## src/rtl/lockstep_pair_ctrl_if.sv

```systemverilog
//------------------------------------------------------------------------------
// Module   : lockstep_pair_ctrl_if
// Brief    : Dual-stream valid/ready bundle feeding the lockstep pair checker.
// Revision : 1.0 - initial release
//------------------------------------------------------------------------------
`default_nettype none

interface lockstep_pair_ctrl_if #(
    parameter int LENGTH = 8
);
    logic [LENGTH-1:0] s1_data;
    logic              s1_valid;
    logic              s1_ready;
    logic [LENGTH-1:0] s2_data;
    logic              s2_valid;
    logic              s2_ready;

    modport master (
        output s1_data, s1_valid, s2_data, s2_valid,
        input  s1_ready, s2_ready
    );

    modport slave (
        input  s1_data, s1_valid, s2_data, s2_valid,
        output s1_ready, s2_ready
    );
endinterface

`default_nettype wire

```

## src/rtl/lockstep_pair_ctrl.sv

```systemverilog
//------------------------------------------------------------------------------
// Module   : lockstep_pair_ctrl
// Brief    : Buffers two redundant streams and compares them pairwise, halting
//            on mismatches. Optional watchdog enabled by LOCKSTEP_TIMEOUT_EN.
// Revision : 1.0 - initial release
//------------------------------------------------------------------------------
`default_nettype none

module lockstep_pair_ctrl #(
    parameter int LENGTH       = 8,
    parameter int DEPTH        = 4,
    parameter int MAX_MISMATCH = 1,
    parameter int TIMEOUT      = 64
) (
    input  wire logic              clk,
    input  wire logic              rst,
    input  wire logic              enable,
    lockstep_pair_ctrl_if.slave    bus,
    input  wire logic              clear_err,
    output logic                   cmp_valid,
    output logic                   equal,
    output logic                   halted,
    output logic [15:0]            match_count,
    output logic [7:0]             mismatch_count,
    output logic [LENGTH-1:0]      err_data1,
    output logic [LENGTH-1:0]      err_data2,
    output logic                   timeout
);

    localparam int               C_PTR_W = $clog2(DEPTH);
    localparam logic [C_PTR_W:0] C_FULL  = (C_PTR_W+1)'(DEPTH);

    typedef enum logic [1:0] {
        IDLE = 2'd0,
        RUN  = 2'd1,
        HALT = 2'd2
    } state_t;

    state_t            r_state;
    state_t            w_state_nxt;
    logic              w_pop;
    logic [1:0]        w_wr_valid;
    logic [1:0]        w_push;
    logic [1:0]        w_full;
    logic [1:0]        w_empty;
    logic [LENGTH-1:0] w_wr_data [2];
    logic [LENGTH-1:0] w_rd_data [2];
    logic              w_equal;
    logic [7:0]        w_mis_upd;
    logic              w_halt_mis;
    logic              w_wd_fire;

    logic              r_cmp_valid;
    logic              r_equal;
    logic [15:0]       r_match_count;
    logic [7:0]        r_mismatch_count;
    logic [LENGTH-1:0] r_err_data1;
    logic [LENGTH-1:0] r_err_data2;

    assign w_wr_data[0]  = bus.s1_data;
    assign w_wr_data[1]  = bus.s2_data;
    assign w_wr_valid[0] = bus.s1_valid;
    assign w_wr_valid[1] = bus.s2_valid;
    assign bus.s1_ready  = ~w_full[0];
    assign bus.s2_ready  = ~w_full[1];

    // Ready depends only on fullness, so a full FIFO opens one cycle after a pop.
    generate
        for (genvar s = 0; s < 2; s++) begin : g_fifo
            logic [LENGTH-1:0]  r_mem [DEPTH];
            logic [C_PTR_W-1:0] r_wr_ptr;
            logic [C_PTR_W-1:0] r_rd_ptr;
            logic [C_PTR_W:0]   r_count;

            assign w_full[s]    = (r_count == C_FULL);
            assign w_empty[s]   = (r_count == '0);
            assign w_push[s]    = w_wr_valid[s] & ~w_full[s];
            assign w_rd_data[s] = r_mem[r_rd_ptr];

            always_ff @(posedge clk) begin
                if (w_push[s]) begin
                    r_mem[r_wr_ptr] <= w_wr_data[s];
                end
            end

            always_ff @(posedge clk) begin
                if (rst) begin
                    r_wr_ptr <= '0;
                    r_rd_ptr <= '0;
                    r_count  <= '0;
                end else begin
                    if (w_push[s]) begin
                        r_wr_ptr <= r_wr_ptr + 1'b1;
                    end
                    if (w_pop) begin
                        r_rd_ptr <= r_rd_ptr + 1'b1;
                    end
                    case ({w_push[s], w_pop})
                        2'b10:   r_count <= r_count + 1'b1;
                        2'b01:   r_count <= r_count - 1'b1;
                        default: r_count <= r_count;
                    endcase
                end
            end
        end
    endgenerate

    assign w_equal    = (w_rd_data[0] == w_rd_data[1]);
    assign w_mis_upd  = (r_mismatch_count == 8'hFF) ? 8'hFF : r_mismatch_count + 8'd1;
    // Halt is decided from the popping cycle so the result and HALT land together.
    assign w_halt_mis = w_pop && !w_equal && (w_mis_upd >= 8'(MAX_MISMATCH));

`ifdef LOCKSTEP_TIMEOUT_EN
    localparam int C_WD_W = $clog2(TIMEOUT + 1);

    logic [C_WD_W-1:0] r_wd_count;
    logic              r_timeout;
    logic              w_wd_qual;

    assign w_wd_qual = (r_state == RUN) && (w_empty[0] != w_empty[1]);
    assign w_wd_fire = w_wd_qual && (r_wd_count == C_WD_W'(TIMEOUT - 1));

    always_ff @(posedge clk) begin
        if (rst) begin
            r_wd_count <= '0;
            r_timeout  <= 1'b0;
        end else begin
            r_wd_count <= (w_wd_qual && !w_wd_fire) ? r_wd_count + 1'b1 : '0;
            if (w_wd_fire) begin
                r_timeout <= 1'b1;
            end
        end
    end

    assign timeout = r_timeout;
`else
    assign w_wd_fire = 1'b0;
    assign timeout   = 1'b0;

    // TIMEOUT has no effect when the watchdog is compiled out.
    if (TIMEOUT < 1) begin : g_timeout_unused
    end
`endif

    always_ff @(posedge clk) begin
        if (rst) begin
            r_state <= IDLE;
        end else begin
            r_state <= w_state_nxt;
        end
    end

    always_comb begin
        w_state_nxt = r_state;
        w_pop       = 1'b0;
        unique case (r_state)
            IDLE: begin
                if (enable) begin
                    w_state_nxt = RUN;
                end
            end
            RUN: begin
                w_pop = !w_empty[0] && !w_empty[1];
                if (w_halt_mis || w_wd_fire) begin
                    w_state_nxt = HALT;
                end else if (!enable) begin
                    w_state_nxt = IDLE;
                end
            end
            HALT: begin
                if (clear_err) begin
                    w_state_nxt = enable ? RUN : IDLE;
                end
            end
            default: w_state_nxt = IDLE;
        endcase
    end

    always_ff @(posedge clk) begin
        if (rst) begin
            r_cmp_valid      <= 1'b0;
            r_equal          <= 1'b1;
            r_match_count    <= '0;
            r_mismatch_count <= '0;
            r_err_data1      <= '0;
            r_err_data2      <= '0;
        end else begin
            r_cmp_valid <= w_pop;
            if (w_pop) begin
                r_equal <= w_equal;
                if (w_equal) begin
                    if (r_match_count != 16'hFFFF) begin
                        r_match_count <= r_match_count + 16'd1;
                    end
                end else begin
                    r_err_data1 <= w_rd_data[0];
                    r_err_data2 <= w_rd_data[1];
                end
            end
            if ((r_state == HALT) && clear_err) begin
                r_mismatch_count <= '0;
            end else if (w_pop && !w_equal) begin
                r_mismatch_count <= w_mis_upd;
            end
        end
    end

    assign cmp_valid      = r_cmp_valid;
    assign equal          = r_equal;
    assign halted         = (r_state == HALT);
    assign match_count    = r_match_count;
    assign mismatch_count = r_mismatch_count;
    assign err_data1      = r_err_data1;
    assign err_data2      = r_err_data2;

endmodule

`default_nettype wire

```

## src/flat_wrapper.sv

```systemverilog
// flat-port wrapper written by rule: the top's interface ports become plain ports
module lockstep_pair_ctrl_flat 
#(
    parameter int LENGTH       = 8,
    parameter int DEPTH        = 4,
    parameter int MAX_MISMATCH = 1,
    parameter int TIMEOUT      = 64
)
  (clk, rst, enable, clear_err, cmp_valid, equal, halted, match_count, mismatch_count, err_data1, err_data2, timeout, bus_s1_data, bus_s1_valid, bus_s2_data, bus_s2_valid, bus_s1_ready, bus_s2_ready);
  lockstep_pair_ctrl_if #(.LENGTH(LENGTH)) bus_i ();
  input  wire logic clk;
  input  wire logic rst;
  input  wire logic enable;
  input  wire logic clear_err;
  output logic cmp_valid;
  output logic equal;
  output logic halted;
  output logic [15:0] match_count;
  output logic [7:0] mismatch_count;
  output logic [LENGTH-1:0] err_data1;
  output logic [LENGTH-1:0] err_data2;
  output logic timeout;
  input wire logic [$bits(bus_i.s1_data)-1:0] bus_s1_data;
  input wire logic [$bits(bus_i.s1_valid)-1:0] bus_s1_valid;
  input wire logic [$bits(bus_i.s2_data)-1:0] bus_s2_data;
  input wire logic [$bits(bus_i.s2_valid)-1:0] bus_s2_valid;
  output wire logic [$bits(bus_i.s1_ready)-1:0] bus_s1_ready;
  output wire logic [$bits(bus_i.s2_ready)-1:0] bus_s2_ready;
  assign bus_i.s1_data = bus_s1_data;
  assign bus_i.s1_valid = bus_s1_valid;
  assign bus_i.s2_data = bus_s2_data;
  assign bus_i.s2_valid = bus_s2_valid;
  assign bus_s1_ready = bus_i.s1_ready;
  assign bus_s2_ready = bus_i.s2_ready;
  lockstep_pair_ctrl #(.LENGTH(LENGTH), .DEPTH(DEPTH), .MAX_MISMATCH(MAX_MISMATCH), .TIMEOUT(TIMEOUT)) u_core (.clk(clk), .rst(rst), .enable(enable), .bus(bus_i), .clear_err(clear_err), .cmp_valid(cmp_valid), .equal(equal), .halted(halted), .match_count(match_count), .mismatch_count(mismatch_count), .err_data1(err_data1), .err_data2(err_data2), .timeout(timeout));
endmodule
```

## config.mk

```make
export PLATFORM = sky130hd
export DESIGN_NAME = lockstep_pair_ctrl_flat
export DESIGN_NICKNAME = d
export VERILOG_FILES = /design/src/rtl/lockstep_pair_ctrl_if.sv /design/src/rtl/lockstep_pair_ctrl.sv /design/src/flat_wrapper.sv
export SDC_FILE = /design/constraint.sdc
export NUM_CORES = 1
export LEC_CHECK = 0
export CAP_MARGIN = 20
export CORE_ASPECT_RATIO = 0.7
export CORE_UTILIZATION = 28
export DETAILED_ROUTE_END_ITERATION = 7
export PLACE_DENSITY = 0.55
export SYNTH_ARGS = -nofsm -noshare
export SYNTH_HDL_FRONTEND = slang
export SYNTH_SLANG_ARGS = --single-unit
export TNS_END_PERCENT = 30
```

## constraint.sdc

```tcl
create_clock -name clk -period 4.8 [get_ports clk]
set_input_delay 1.2 -clock clk [delete_from_list [all_inputs] [get_ports clk]]
set_output_delay 1.2 -clock clk [all_outputs]
set_load 0.01 [all_outputs]
```

# --- Yosys cells after proc, flatten, opt, wreduce, memory -nomap -nowiden ---
# Memories as Yosys holds them, arrays and structs flattened. A register that Yosys moved wholly into a read port is not among the register bits.
# Cells that the tools add are included.
word_totals:
  regBits: 58
  latch_bits: 0
  ram_bits: 64
  mem_bits_ro: 0
  output_inout_bits: 46
  n_memories: 2
classes:
  addsub: 10
  multipliers: 0
  div: 0
  magnitude_cmp: 1
  n_eq_ne: 14
  shift: 0
  mux: 18
  n_bitwise: 5
  n_reduce_logical: 16
mem_list:
  columns: ["name", "words", "width", "read_ports", "rd_clocked_by_memory_dff", "write_ports", "line_no", "source"]
  rows:
  - ["u_core.g_fifo[0].r_mem", 4, 8, 1, 1, 1, "lockstep_pair_ctrl.sv:70", "logic [LENGTH-1:0] r_mem [DEPTH];"]
  - ["u_core.g_fifo[1].r_mem", 4, 8, 1, 1, 1, "lockstep_pair_ctrl.sv:70", null]
ops:
  columns: ["cell", "n"]
  rows:
  - ["adder 16 x 1 -> 16 bit (second input constant)", 1]
  - ["two-way mux 2 bit", 8]
  - ["!= test 16 bit (second input constant)", 1]
  - ["one-hot mux 3 bit (2 select lines)", 2]
  - ["adder 2 x 1 -> 2 bit (second input constant)", 4]
  - ["adder 8 x 1 -> 8 bit (second input constant)", 1]
  - ["equality test 8 bit", 1]
  - ["equality test 8 bit (second input constant)", 1]
  - ["greater-or-equal comparator 8 x 1 -> 1 bit (second input constant)", 1]
  - ["two-way mux 8 bit", 1]
  - ["adder 3 x 1 -> 3 bit (second input constant)", 2]
  - ["equality test 2 x 1 -> 1 bit (second input constant)", 3]
  - ["equality test 2 bit (second input constant)", 3]
  - ["equality test 3 bit (second input constant)", 2]
  - ["zero test 3 bit", 2]
  - ["two-way mux 1 bit", 6]
  - ["one-hot mux 2 bit (3 select lines)", 1]
  - ["AND reduction 3 bit", 2]
  - ["subtractor 3 x 1 -> 3 bit (second input constant)", 2]
  - ["logical AND 1 bit", 4]
  - ["!= test 2 bit (second input constant)", 2]
  - ["nonzero test 2 bit", 2]
  - ["zero test 1 bit", 3]
  - ["!= test 3 x 2 -> 1 bit (second input constant)", 1]
  - ["other kinds (5)", 8]

# --- Longest topological paths before layout ---
# Gate-level depths: netlist (run 1).
depth:
  depth_word: 8
  ltp_mapped: 10
  mapped_depth_nobuf: 10

# --- Least setup slack after synthesis (run 1) ---
# OpenSTA, ideal clock, no wires.
synth_timing:
  path_type: "register -> register"
  startpoint: "register with a tool-made name"
  endpoint: "register u_core.r_match_count[12], in the netlist u_core.match_count[12]"
  setup_time_ns: 0.121
  arrival_ns: 2.597
  setup_slack_ns: 2.082
  stages_incl_launch_ff: 8
  period_less_slack_ns: 2.718
  path_cell_list: "dfxtp_1 > buf_6 > mux4_1 > xor2_1 > nor4_2 > nand3_2 > nor4_2 > mux2_2"
synth_rtl:
  columns: ["item", "line_no", "source"]
  rows:
  - ["end signal: assignment", "lockstep_pair_ctrl.sv:193", "r_match_count <= r_match_count + 16'd1;"]
  - ["end: declaration", "lockstep_pair_ctrl.sv:55", "logic [15:0] r_match_count;"]

==> flow_summary.json, run 1 <==
{
  "whs_ns": 0.5009,
  "switching_share_pct": 23.61,
  "n_antenna_cell": 0,
  "first_iter_violations": 190,
  "critPathMaxFanout": 9,
  "synth_edf_count": 64,
  "multi_input_area_sq_um": 2022,
  "arrival_ns": 3.80,
  "postSynthNetCount": 456,
  "r2r-end": "u_core.match_count[12]$_SDFFE_PP0P_",
  "core_area_sq_um": 18310,
  "antenna_found_initial": 0,
  "num_vias": 3529,
  "rsz0062_at_grt": "no",
  "grt_overflow": 0,
  "critPathKind": "flop to flop",
  "clk_pin_slew_ns": 0.06,
  "worst-r2r-cell-count": 6,
  "track_usage_pct": 12.88,
  "grt_first_pass_wirelength_mm": 19.23,
  "layout_common_cells": "65 x clkdlybuf4s50_1, 64 x edfxtp_1, 62 x dfxtp_1, 44 x nor2_1, 19 x inv_1",
  "max_freq_mhz": 285.4,
  "dieArea_sq_um": 19590,
  "viasPerCell": 4.769,
  "synth-seq-area-share_pct": 59.38,
  "die_h_um": 117.4,
  "period_needed_ns": 3.504,
  "synth_top_area_share_pct": 36.08,
  "grt_max_degree": 50,
  "irDropWorstVdd_mv": 0.2238,
  "cts_tree": "done",
  "clkPwrFrac_pct": 46.3,
  "avgSynthCellArea_sq_um": 12.68,
  "yosysTopAreaCell": "edfxtp_1",
  "rows": 41,
  "drive_above_1_share_pct": 8.730,
  "leakage_uw": 0.002259,
  "start_util_pct": 29.08,
  "synthArstFlopShare_pct": 0,
  "port-buffer-count": 66,
  "cts-resized-gates": 0,
  "cts.sinks": 126,
  "yosysWarnings": 0,
  "cts_made_buffers": 17,
  "layout_commonest_cell": "clkdlybuf4s50_1",
  "min-delay-start": "u_core.match_count[15]$_SDFFE_PP0P_",
  "fillers": 1749,
  "cp_data_required_time_ns": 5.09,
  "startpoint_type": "flop",
  "worst_pin_slew_ns": 1.051,
  "relSlewSlack_pct": 29.78,
  "wire_per_inst_um": 16.34,
  "ioPinCount": 68,
  "drcViolationCount": 0,
  "status": "finished clean",
  "p_per_area_nw_per_um2": 388.1,
  "worstHoldPathCells": 1,
  "skew_ns": 0.01221,
  "first_global_vias": 3508,
  "drt-total-wl_mm": 12.09,
  "postCtsSetupBuffers": 0,
  "setup_violations": 0,
  "setup_tns_ns": 0,
  "ff2ff_setup_slack_ns": 1.30,
  "seqPwrFrac_pct": 45.8,
  "hold_viol_final": 0,
  "p_int_uw": 2012,
  "ys_types": 51,
  "area.growth.synth_to_final_pct": 27.39,
  "drv_cap": 0,
  "place_congestion": 0.7948,
  "cts.path.max_buffers": 2,
  "synth_seq_cells": 126,
  "clock_latency_ns": 0.41,
  "netlist_instances": 420,
  "cts_htree_levels": 4,
  "synth.area.top_cells": "edfxtp_1 36%, dfxtp_1 23%, mux4_1 6.9%, mux2i_1 3.2%, nor2_1 3.1%",
  "holdBufCountCts": 0,
  "synth_area_sq_um": 5326,
  "min_delay_worst_endpoint": "u_core.match_count[15]$_SDFFE_PP0P_",
  "register_area_sq_um": 3163,
  "critical_path.endpoint_type": "flop",
  "p_sw_uw": 621.8,
  "pwr-share-comb_pct": 7.9,
  "die_x_um": 166.9,
  "fin_nets": 527,
  "synthFlopType": "edfxtp_1",
  "firstDrtPassIters": 5,
  "cts-root-buf": "clkbuf_16",
  "dpl.hpwl_mm": 8.494,
  "fin_crit_sh_pct": 73.00,
  "final_max_slew_viol_count": 0,
  "drt.antenna.violating_nets": 0,
  "min-delay-path-class": "flop to flop"
}
## area by class of cell
cell class	count	area share [%]
clock inverter	12	1.623
sequential	126	46.62
clock buffer	20	6.731
inverter	20	1.106
timing repair buffer	67	9.773
multi-input combinational	259	29.80
tap	236	4.352
## critical path, stage by stage (launching register included)
cell and delay (ns):
dfxtp_1 0.64, mux4_1 0.66, xor2_1 0.20, nor4_2 0.81, nand3_2 0.39, nor4_2 0.32, mux2_2 0.36
## power by group through the flow
stage | combinational [uW] | clock, uW | sequential, uW
2_1_floorplan | 131 | 0 | 1220
3_3_place_gp | 202 | 0 | 1230
6_report | 207 | 1220 | 1210
3_5_place_dp | 209 | 0 | 1230
4_1_cts | 210 | 1240 | 1210
5_1_grt | 231 | 1280 | 1210
## cell usage after synthesis, types with 2 or more instances
| cell | n |
|---|---|
| edfxtp_1 | 64 |
| dfxtp_1 | 62 |
| nor2_1 | 44 |
| inv_1 | 19 |
| a21oi_1 | 18 |
| nand2_1 | 18 |
| mux2i_1 | 17 |
| xor2_1 | 16 |
| nand3_1 | 15 |
| mux4_1 | 14 |
| and3_1 | 12 |
| ha_1 | 12 |
| clkbuf_1 | 9 |
| nor3_1 | 9 |
| o21ai_0 | 9 |
| or3_1 | 8 |
| a211oi_1 | 6 |
| nand4_1 | 6 |
| xnor2_1 | 6 |
| and2_1 | 5 |
| nor4_1 | 4 |
| o21a_1 | 4 |
| a31oi_1 | 3 |
| nor4_2 | 3 |
| a311oi_1 | 2 |
| and4_1 | 2 |
| buf_2 | 2 |
| buf_6 | 2 |
| fa_1 | 2 |
| mux4_2 | 2 |
| nand2b_1 | 2 |
| nor2b_1 | 2 |
| o31ai_1 | 2 |
| or4_1 | 2 |
## state kept, by name, summed over array words and instances, names as in the netlist, named ones only
name and cells:
u_core.mismatch_count 8, u_core.cmp_valid 1, u_core.g_fifo.r_mem 64, u_core.err_data1 8, u_core.equal 1, u_core.g_fifo.r_wr_ptr 4, u_core.r_state 2, u_core.g_fifo.r_rd_ptr 4
u_core.g_fifo.r_count 6, u_core.match_count 16, u_core.err_data2 8
## cell families (layout without fill, tap and decap cells)
kind of cell | Yosys count | count (layout) | share of synthesized area (%)
compound gates | 50 | 50 | 5.896
buf+inv | 35 | 119 | 2.866
xor+xnor | 22 | 22 | 3.617
simple gates | 138 | 138 | 13.44
flops | 126 | 126 | 59.38
other cells | 1 | 1 | 0.07040
fa+ha+maj | 14 | 14 | 3.571
mux | 34 | 34 | 11.16
## stage by stage
stage | power (uW) | area [sq um] | util (%) | setup slack, ns | std cells
final | 2634 | 6785 | 37.05 | 1.296 | 740
after global routing | 2727 | 6785 | 37.05 | 1.098 | 740
after CTS | 2660 | 6785 | 37.05 | 1.263 | 740
after detailed placement | 1439 | 6218 | 33.96 | 1.259 | 708
after global placement | 1431 | 6218 | 33.96 | 1.328 | 708
after floorplan | 1353 | 5326 | - | 2.082 | 420
## worst max-delay path by stage
stage | start | endpoint | slack (ns) | depth (start not counted)
final | flop | u_core.match_count[12]$_SDFFE_PP0P_ | 1.30 | 6
after global routing | flop | u_core.match_count[12]$_SDFFE_PP0P_ | 1.10 | 6
after CTS | flop | u_core.match_count[12]$_SDFFE_PP0P_ | 1.26 | 6
after detailed placement | flop | u_core.match_count[12]$_SDFFE_PP0P_ | 1.26 | 6
after global placement | flop | u_core.match_count[12]$_SDFFE_PP0P_ | 1.33 | 6
after floorplan | flop | u_core.match_count[12]$_SDFFE_PP0P_ | 2.08 | 7
## layer usage
metal	share of wire (%)	vias to the layer above	GRT usage, %
met5	0	-	0
met4	0.82	0	3.414
met3	4.3	10	3.915
met2	43	88	18.51
met1	52	1720	18.59
li1	-	1711	-
(Power assumes the default switching activity.)
==> inputs of run 2 (changes only) <==
--- a/config.mk
+++ b/config.mk
@@ -9,7 +9,7 @@
 export CORE_ASPECT_RATIO = 0.7
 export CORE_UTILIZATION = 28
 export DETAILED_ROUTE_END_ITERATION = 7
-export PLACE_DENSITY = 0.55
+export PLACE_DENSITY = 0.57
 export SYNTH_ARGS = -nofsm -noshare
 export SYNTH_HDL_FRONTEND = slang
 export SYNTH_SLANG_ARGS = --single-unit
==> constraint.sdc (replaced) <==
create_clock -name clk -period 3.1 [get_ports clk]
set_input_delay 0.775 -clock clk [delete_from_list [all_inputs] [get_ports clk]]
set_output_delay 0.775 -clock clk [all_outputs]
set_load 0.01 [all_outputs]
==> flow_summary.json, run 2 (same netlist as run 1, synthesis figures left out) <==
{
  "status": "finished clean",
  "postCtsSetupBuffers": 0,
  "worstHoldPathCells": 1,
  "min_delay_worst_endpoint": "u_core.match_count[15]$_SDFFE_PP0P_",
  "dpl.hpwl_mm": 8.530,
  "drive_above_1_share_pct": 9.747,
  "grt_overflow": 0,
  "hold_viol_final": 0,
  "port-buffer-count": 66,
  "total_power_uw": 4156,
  "min-delay-path-class": "flop to flop",
  "ioPinCount": 68,
  "cts_made_buffers": 17,
  "worst-r2r-cell-count": 8,
  "clock_latency_ns": 0.41,
  "wire_per_inst_um": 16.04,
  "layout_commonest_cell": "clkdlybuf4s50_1",
  "worst_pin_slew_ns": 0.9954,
  "rsz0062_at_grt": "no",
  "cts.path.max_buffers": 2,
  "cp_data_required_time_ns": 3.41,
  "cts_tree": "done",
  "holdBufCountCts": 0,
  "num_vias": 3566,
  "irDropWorstVdd_mv": 0.3952,
  "crit_buf_inv": 2,
  "r2r-end": "u_core.mismatch_count[3]$_SDFFE_PP0N_",
  "cts-resized-gates": 0,
  "core_area_sq_um": 18310,
  "relSlewSlack_pct": 33.49,
  "clk_pin_slew_ns": 0.05,
  "cp_slowest_cell": "a21oi_4",
  "cts.sinks": 126,
  "die_h_um": 117.4,
  "switching_share_pct": 22.27,
  "skew_ns": 0.008477,
  "pwr-share-comb_pct": 8.3,
  "finalNonFillerCells": 749,
  "area.growth.synth_to_final_pct": 29.48,
  "whs_ns": 0.4926,
  "period_needed_ns": 2.888,
  "p_int_uw": 3230,
  "grt_max_degree": 30,
  "firstDrtPassIters": 4,
  "cpPeakStageDelay_ns": 0.78,
  "max_freq_mhz": 346.3,
  "layout_common_cells": "65 x clkdlybuf4s50_1, 64 x edfxtp_1, 62 x dfxtp_1, 44 x nor2_1, 19 x inv_1",
  "cts-root-buf": "clkbuf_16",
  "critPathKind": "flop to flop",
  "dieArea_sq_um": 19590,
  "ff2ff_setup_slack_ns": 0.21,
  "drt.antenna.violating_nets": 0,
  "arrival_ns": 3.19,
  "grt_first_pass_wirelength_mm": 19.07,
  "p_sw_uw": 925.6,
  "seqPwrFrac_pct": 44.9,
  "start_util_pct": 29.08,
  "startpoint_type": "flop",
  "drv_cap": 0,
  "top_register": "u_core.g_fifo.r_mem",
  "rows": 41,
  "final_max_slew_viol_count": 0,
  "critical_path.endpoint_type": "flop",
  "track_usage_pct": 12.86,
  "leakage_uw": 0.002312,
  "viasPerCell": 4.761,
  "n_antenna_cell": 0,
  "fin_nets": 537,
  "place_congestion": 0.8206,
  "path_cells": "buf_12 -> mux4_1 -> xor2_1 -> nor4_2 -> buf_4 -> a21oi_4 -> a21oi_1 -> a311oi_1",
  "drt-total-wl_mm": 12.01,
  "antenna_found_initial": 0,
  "p_per_area_nw_per_um2": 602.5,
  "clkPwrFrac_pct": 46.8,
  "critPathMaxFanout": 29,
  "setup_tns_ns": 0,
  "fin_crit_sh_pct": 93.15,
  "drcViolationCount": 0,
  "min-delay-start": "u_core.match_count[15]$_SDFFE_PP0P_",
  "largest_register_ffs": 64,
  "setup_violations": 0,
  "placed_cells": 718,
  "cts_htree_levels": 4,
  "die_x_um": 166.9,
  "post-route-util_pct": 37.66,
  "first_global_vias": 3515,
  "critPathTopFamily": "compound AO/OA/AOI/OAI gates",
  "first_iter_violations": 193
}
## run 2: cell types whose count changed in the layout (fill, tap and decap cells not counted), moves of 2 or more
cell,change
buf_12,+2
bufinv_16,+2
clkbuf_8,-2
inv_6,-3
clkinv_1,+3
buf_4,+8
## run 2: metal layers
| metal | wire (um) | global-route usage, % | vias up |
|---|---|---|---|
| li1 | - | - | 1721 |
| met1 | 5904 | 17.65 | 1748 |
| met2 | 5397 | 19.06 | 90 |
| met3 | 651 | 4.455 | 7 |
| met4 | 57 | 3.646 | 0 |
| met5 | 0 | 0 | - |
## run 2: worst max-delay path by stage
stage                     startpoint                                    end  cells after the start
after global placement          flop    u_core.match_count[12]$_SDFFE_PP0P_                      8
after global routing            flop  u_core.mismatch_count[7]$_SDFFE_PP0N_                      8
after CTS                       flop    u_core.match_count[12]$_SDFFE_PP0P_                      8
final                           flop  u_core.mismatch_count[3]$_SDFFE_PP0N_                      8
after detailed placement        flop    u_core.match_count[12]$_SDFFE_PP0P_                      8
after floorplan                 flop    u_core.match_count[12]$_SDFFE_PP0P_                      7
## run 2: final cells by class
type | count | area [sq um]
fill | 1739 | 11420
multi-input combinational | 259 | 2022
tap | 236 | 295.3
inverter | 20 | 75.07
timing repair buffer | 77 | 763.2
clock inverter | 13 | 148.9
sequential | 126 | 3163
clock buffer | 18 | 429.2
## run 2: through the flow
step | worst slack (ns) | instance area, sq um
2_1_floorplan | 0.3823 | 5326
6_report | 0.2125 | 6897
3_5_place_dp | 0.1544 | 6319
5_1_grt | 0.0006721 | 6897
4_1_cts | 0.1479 | 6897
3_3_place_gp | 0.1939 | 6319
## run 2: worst reg2reg max path, stage by stage, from the launching register on
cell and delay, ns:
dfxtp_1 0.35, buf_12 0.14, mux4_1 0.63, xor2_1 0.22
nor4_2 0.05, buf_4 0.14, a21oi_4 0.78, a21oi_1 0.15
a311oi_1 0.32
## run 2: power by group through the flow
stage	registers, uW	clock network (uW)	logic (uW)
after CTS	1870	1990	351
final	1870	1950	345
after detailed placement	1900	0	349
after global routing	1870	2070	382
after global placement	1900	0	339
after floorplan	1890	0	203
==> inputs of run 3 (changes only) <==
--- a/config.mk
+++ b/config.mk
@@ -10,6 +10,7 @@
 export CORE_UTILIZATION = 28
 export DETAILED_ROUTE_END_ITERATION = 7
 export PLACE_DENSITY = 0.57
+export SLEW_MARGIN = 20
 export SYNTH_ARGS = -nofsm -noshare
 export SYNTH_HDL_FRONTEND = slang
 export SYNTH_SLANG_ARGS = --single-unit
==> results of run 3 <==
No change in the layout: final DEF, timing and power equal those of run 2.
==> RTL change 1: new RTL, settings of run 2 <==
Register the output `mismatch_count` once more, with the module's reset; this adds one clock of latency there. The other outputs are not delayed to match.
--- a/src/rtl/lockstep_pair_ctrl.sv
+++ b/src/rtl/lockstep_pair_ctrl.sv
@@ -209,7 +209,13 @@
     assign equal          = r_equal;
     assign halted         = (r_state == HALT);
     assign match_count    = r_match_count;
-    assign mismatch_count = r_mismatch_count;
+    always_ff @(posedge clk) begin
+        if (rst) begin
+            mismatch_count <= '0;
+        end else begin
+            mismatch_count <= r_mismatch_count;
+        end
+    end
     assign err_data1      = r_err_data1;
     assign err_data2      = r_err_data2;
 
Check against the original RTL: not equivalent (Yosys sat finds a counterexample within 4 cycles, from zero or initial values and one cycle with rst high).
==> RTL change 1 against run 2 <==
Critical path depth fell by 1; sequential cell count rose by 8; critical endpoint is now u_core.match_count[3]$_SDFFE_PP0P_; largest cell class unchanged; largest power group is now sequential cells; power rose by 1.4%; critical path type unchanged; synthesized area rose by 3.0%; hold slack got worse by 0.041 ns; routed wire length rose by 1.0%; worst setup slack improved by 0.13 ns; design area rose by 1.7%.
==> RTL change 1: results (changes against run 2) <==
metric,value,unit,change
status,finished clean,,
worst hold stages,2,,+1
DR WL/cell,15.1,um,-6.0%
synth cell count leaders,"dfxtp_1 (70), edfxtp_1 (64), nand2_1 (50)",,
first-pass GRT wire length,19.5,mm,+2.1%
pin count of the biggest net entering global routing,43,,+43%
PostCTS Resize Cnt,0,,unchanged
Setup Skew,0.0113,ns,+0.00279 ns
Worst-path clk slew,0.06,ns,
postcts setup bufs,0,,unchanged
initial DRC count,221,,+15%
R2R depth,7,,-1
CP max stage cell,or4b_1,,
synth unique cells,52,,+2.0%
syn nets,489,,+7.2%
max FFs per register,64,,unchanged
Final #Nets,564,,+5.0%
Max Root-Sink Buffers,2,,unchanged
Crit path max-delay family,simple AND/OR/NAND/NOR gates,,
"FFs w/ async S/R, synth",0,,unchanged
Via Count,3719,,+4.3%
# port buffers,66,,unchanged
WHS Endpoint,u_core.err_data2[4]$_SDFFE_PP0N_,,
reg-to-reg endpoint,u_core.match_count[3]$_SDFFE_PP0P_,,
main area contributors after synthesis,"edfxtp_1 (35%), dfxtp_1 (26%), mux4_2 (6.6%)",,
"Seq/Total Area, Yosys",0.606,,+0.0120
CP peak stage delay,0.59,ns,-0.19 ns
Skew-Pair Late Insertion Delay,0.42,ns,
initial antenna violation count,0,,unchanged
Slew HR,0.580,,+0.245
CP max FO,17,,-41%
DP HPWL,8.72,mm,+2.2%
Leakage,2.29,nW,-0.75%
Placer Congestion,0.806,,-1.8%
flop2flop setup slack,0.34,ns,+0.13 ns
VDD IR max,0.274,mV,-31%
Pre-antenna DRT Iters,4,,unchanged
hold_ws,0.452,ns,-0.0406 ns
Placed Area,6450,um2,+2.0%
startpoint of the worst hold path,u_core.err_data2[4]$_SDFFE_PP0N_,,
Post-synth EDFFs,64,,unchanged
max_cap viols,0,,unchanged
vias in the first global route,3620,,+3.0%
share of layout cells above drive strength 1,0.118,,+0.0208
CTS root buf,clkbuf_16,,
gr usage total,0.129,,+0.000613
CP Data Arrival Time,3.10,ns,-0.09 ns
==> RTL change 1: power breakdown <==
group	switching (mW)	internal (mW)
clock	0.755	1.14
sequential	0.0343	1.93
combinational	0.200	0.151
==> RTL change 1: cell families after synthesis <==
family / share of synthesized area
AND/OR/NAND/NOR: 0.151
flip-flops: 0.606
AO/OA/AOI/OAI: 0.0757
buffers and inverters: 0.0290
XOR/XNOR: 0.0351
multiplexers: 0.0675
adder cells (fa/ha/maj): 0.0347
other: 0.000684
==> RTL change 1: worst max path at each step <==
stage,startpoint,endpoint,slack [ns],cells past startpoint
5_1_grt,flip-flop,u_core.match_count[3]$_SDFFE_PP0P_,0.14,7
4_1_cts,flip-flop,u_core.match_count[3]$_SDFFE_PP0P_,0.32,7
6_report,flip-flop,u_core.match_count[3]$_SDFFE_PP0P_,0.34,7
3_3_place_gp,bus_s2_valid,u_core.g_fifo[1].r_count[2]$_SDFFE_PP0P_,0.29,9
3_5_place_dp,bus_s2_valid,u_core.g_fifo[1].r_count[2]$_SDFFE_PP0P_,0.25,9
2_1_floorplan,u_core.g_fifo[1].r_count[0]$_SDFFE_PP0P_,u_core.g_fifo[1].r_count[2]$_SDFFE_PP0P_,0.80,8
==> RTL change 1: worst register-to-register path: stages (launching register included) <==
cell and delay (ns):
dfxtp_1 0.30, buf_4 0.21, mux4_2 0.59, xnor2_1 0.22, and4_1 0.31, nand3_2 0.30, or4b_1 0.59, a21oi_1 0.17
==> RTL change 1: per-stage QoR <==
| step | worst slack [ns] | utilization | instances |
|---|---|---|---|
| 5_1_grt | 0.138 | 0.369 | 805 |
| 4_1_cts | 0.316 | 0.369 | 805 |
| 3_3_place_gp | 0.286 | 0.339 | 773 |
| 3_5_place_dp | 0.245 | 0.339 | 773 |
| 2_1_floorplan | 0.796 | - | 453 |
| 6_report | 0.343 | 0.369 | 805 |
==> RTL change 1: area by class of cell <==
cell class / instances / area, um2
Sequential cell: 134 / 3320
Tap cell: 264 / 330
Timing Repair Buffer: 76 / 731
Fill cell: 1855 / 12000
Clock inverter: 10 / 67.6
Clock buffer: 22 / 497
Inverter: 16 / 60.1
Multi-Input combinational cell: 283 / 2000
==> RTL change 1: layer usage <==
layer  track usage  vias up  share of wire
met5             0        -              0
met4        0.0422        0         0.0094
met3        0.0429       10          0.059
met2         0.199      101           0.46
met1         0.170     1797           0.47
li1              -     1811              -
==> RTL change 2: new RTL, config.mk and constraints of run 2 <==
Without the edit above. `LENGTH` is set to 8 in 3 places; all go to 4.
--- a/src/rtl/lockstep_pair_ctrl_if.sv
+++ b/src/rtl/lockstep_pair_ctrl_if.sv
@@ -6,7 +6,7 @@
 `default_nettype none
 
 interface lockstep_pair_ctrl_if #(
-    parameter int LENGTH = 8
+    parameter int LENGTH = 4
 );
     logic [LENGTH-1:0] s1_data;
     logic              s1_valid;
--- a/src/rtl/lockstep_pair_ctrl.sv
+++ b/src/rtl/lockstep_pair_ctrl.sv
@@ -7,7 +7,7 @@
 `default_nettype none
 
 module lockstep_pair_ctrl #(
-    parameter int LENGTH       = 8,
+    parameter int LENGTH       = 4,
     parameter int DEPTH        = 4,
     parameter int MAX_MISMATCH = 1,
     parameter int TIMEOUT      = 64
--- a/src/flat_wrapper.sv
+++ b/src/flat_wrapper.sv
@@ -1,7 +1,7 @@
 // flat-port wrapper written by rule: the top's interface ports become plain ports
 module lockstep_pair_ctrl_flat 
 #(
-    parameter int LENGTH       = 8,
+    parameter int LENGTH       = 4,
     parameter int DEPTH        = 4,
     parameter int MAX_MISMATCH = 1,
     parameter int TIMEOUT      = 64
Ports: changed (resized bus_s1_data, bus_s2_data, err_data1 and err_data2); port bits go from 68 to 52. The function was not compared with the original's and may differ.
==> RTL change 2 against run 2 <==
Cell count decreased by 20%; sequential power decreased by 33%; design area decreased by 29%; routed wire length decreased by 32%; core utilization decreased by 0.93 points; maximum frequency increased by 6.3%; synthesized cell count decreased by 15%; synthesized area decreased by 27%; power decreased by 38%; global-route usage decreased by 0.72 points; sequential cell count decreased by 40; worst setup slack improved by 0.17 ns; clock skew decreased by 0.0034 ns; critical path type unchanged; critical endpoint is now u_core.match_count[12]$_SDFFE_PP0P_; highest routed layer unchanged.
==> RTL change 2: results (changes against run 2) <==
metric,value,unit,change
worst hold stages,2,,+1
first-pass GRT wire length,13.4,mm,-30%
# port buffers,50,,-24%
R2R depth,6,,-2
Placed Area,4610,um2,-27%
DR WL met2,3.60,mm,-33%
Placer Congestion,0.760,,-7.4%
synth unique cells,47,,-7.8%
met3 usage,0.0356,,-0.00892
average vias per placed instance,4.79,,+0.55%
DP HPWL,6.00,mm,-30%
startpoint of the worst hold path,u_core.err_data2[2]$_SDFFE_PP0N_,,
flop2flop setup slack,0.38,ns,+0.17 ns
routed wl met3,356,um,-45%
post-route clock period utilization,0.876,,-0.0550
"Seq/Total Area, Yosys",0.526,,-0.0681
worst slack at placement,0.258,ns,+0.104 ns
pin count of the biggest net entering global routing,36,,+20%
VDD IR max,0.252,mV,-36%
status,finished clean,,
hold_ws,0.454,ns,-0.0381 ns
P_sw,0.614,mW,-34%
Filler cells,1289,,-26%
DR WL/cell,13.6,um,-15%
Gate Count Post-Synth,359,,-15%
GR Layer Usage met1,0.171,,-0.00538
share of layout cells above drive strength 1,0.0815,,-0.0159
Post-synth top flop,dfxtp_1,,
WHS Endpoint,u_core.err_data2[2]$_SDFFE_PP0N_,,
Setup Skew,0.00509,ns,-0.00338 ns
max FFs per register,32,,-50%
Via Count,2882,,-19%
vias in the first global route,2691,,-23%
main area contributors after synthesis,"dfxtp_1 (28%), edfxtp_1 (25%), mux4_1 (4.1%)",,
CP max FO,9,,-69%
worst slew pin tran,0.737,ns,-0.259 ns
met1 wire length,4.21,mm,-29%
RTL change 2: cell count changes after synthesis, sizes merged, moves of 10 or more:
cell,before,now
edfxtp,64,32
nand2,19,30
nor2,44,26
mux2i,17,0
a21oi,18,31
xor2,16,6
RTL change 2: final cells by class:
class                   count  area, um2  share of cell area
inverters                  16       60.1              0.0122
multi-input cells         241       1720               0.350
flip-flops and latches     86       2040               0.416
repair buffers             58        556               0.113
well taps                 185        231              0.0472
clock inverters             7       75.1              0.0153
clock buffers               9        225              0.0459
RTL change 2: cell families after synthesis:
kind of cell	share of synthesized area
buffers and inverters	0.0341
AND/OR/NAND/NOR	0.202
other	0.000966
adder cells (fa/ha/maj)	0.0490
flip-flops	0.526
multiplexers	0.0667
XOR/XNOR	0.0316
AO/OA/AOI/OAI	0.0902
RTL change 2: critical path, stage by stage, from the launching register on:
cell	delay, ns
dfxtp_1	0.43
mux4_1	0.68
xnor2_1	0.36
nand4_2	0.27
buf_4	0.25
or4_1	0.51
a21oi_1	0.15
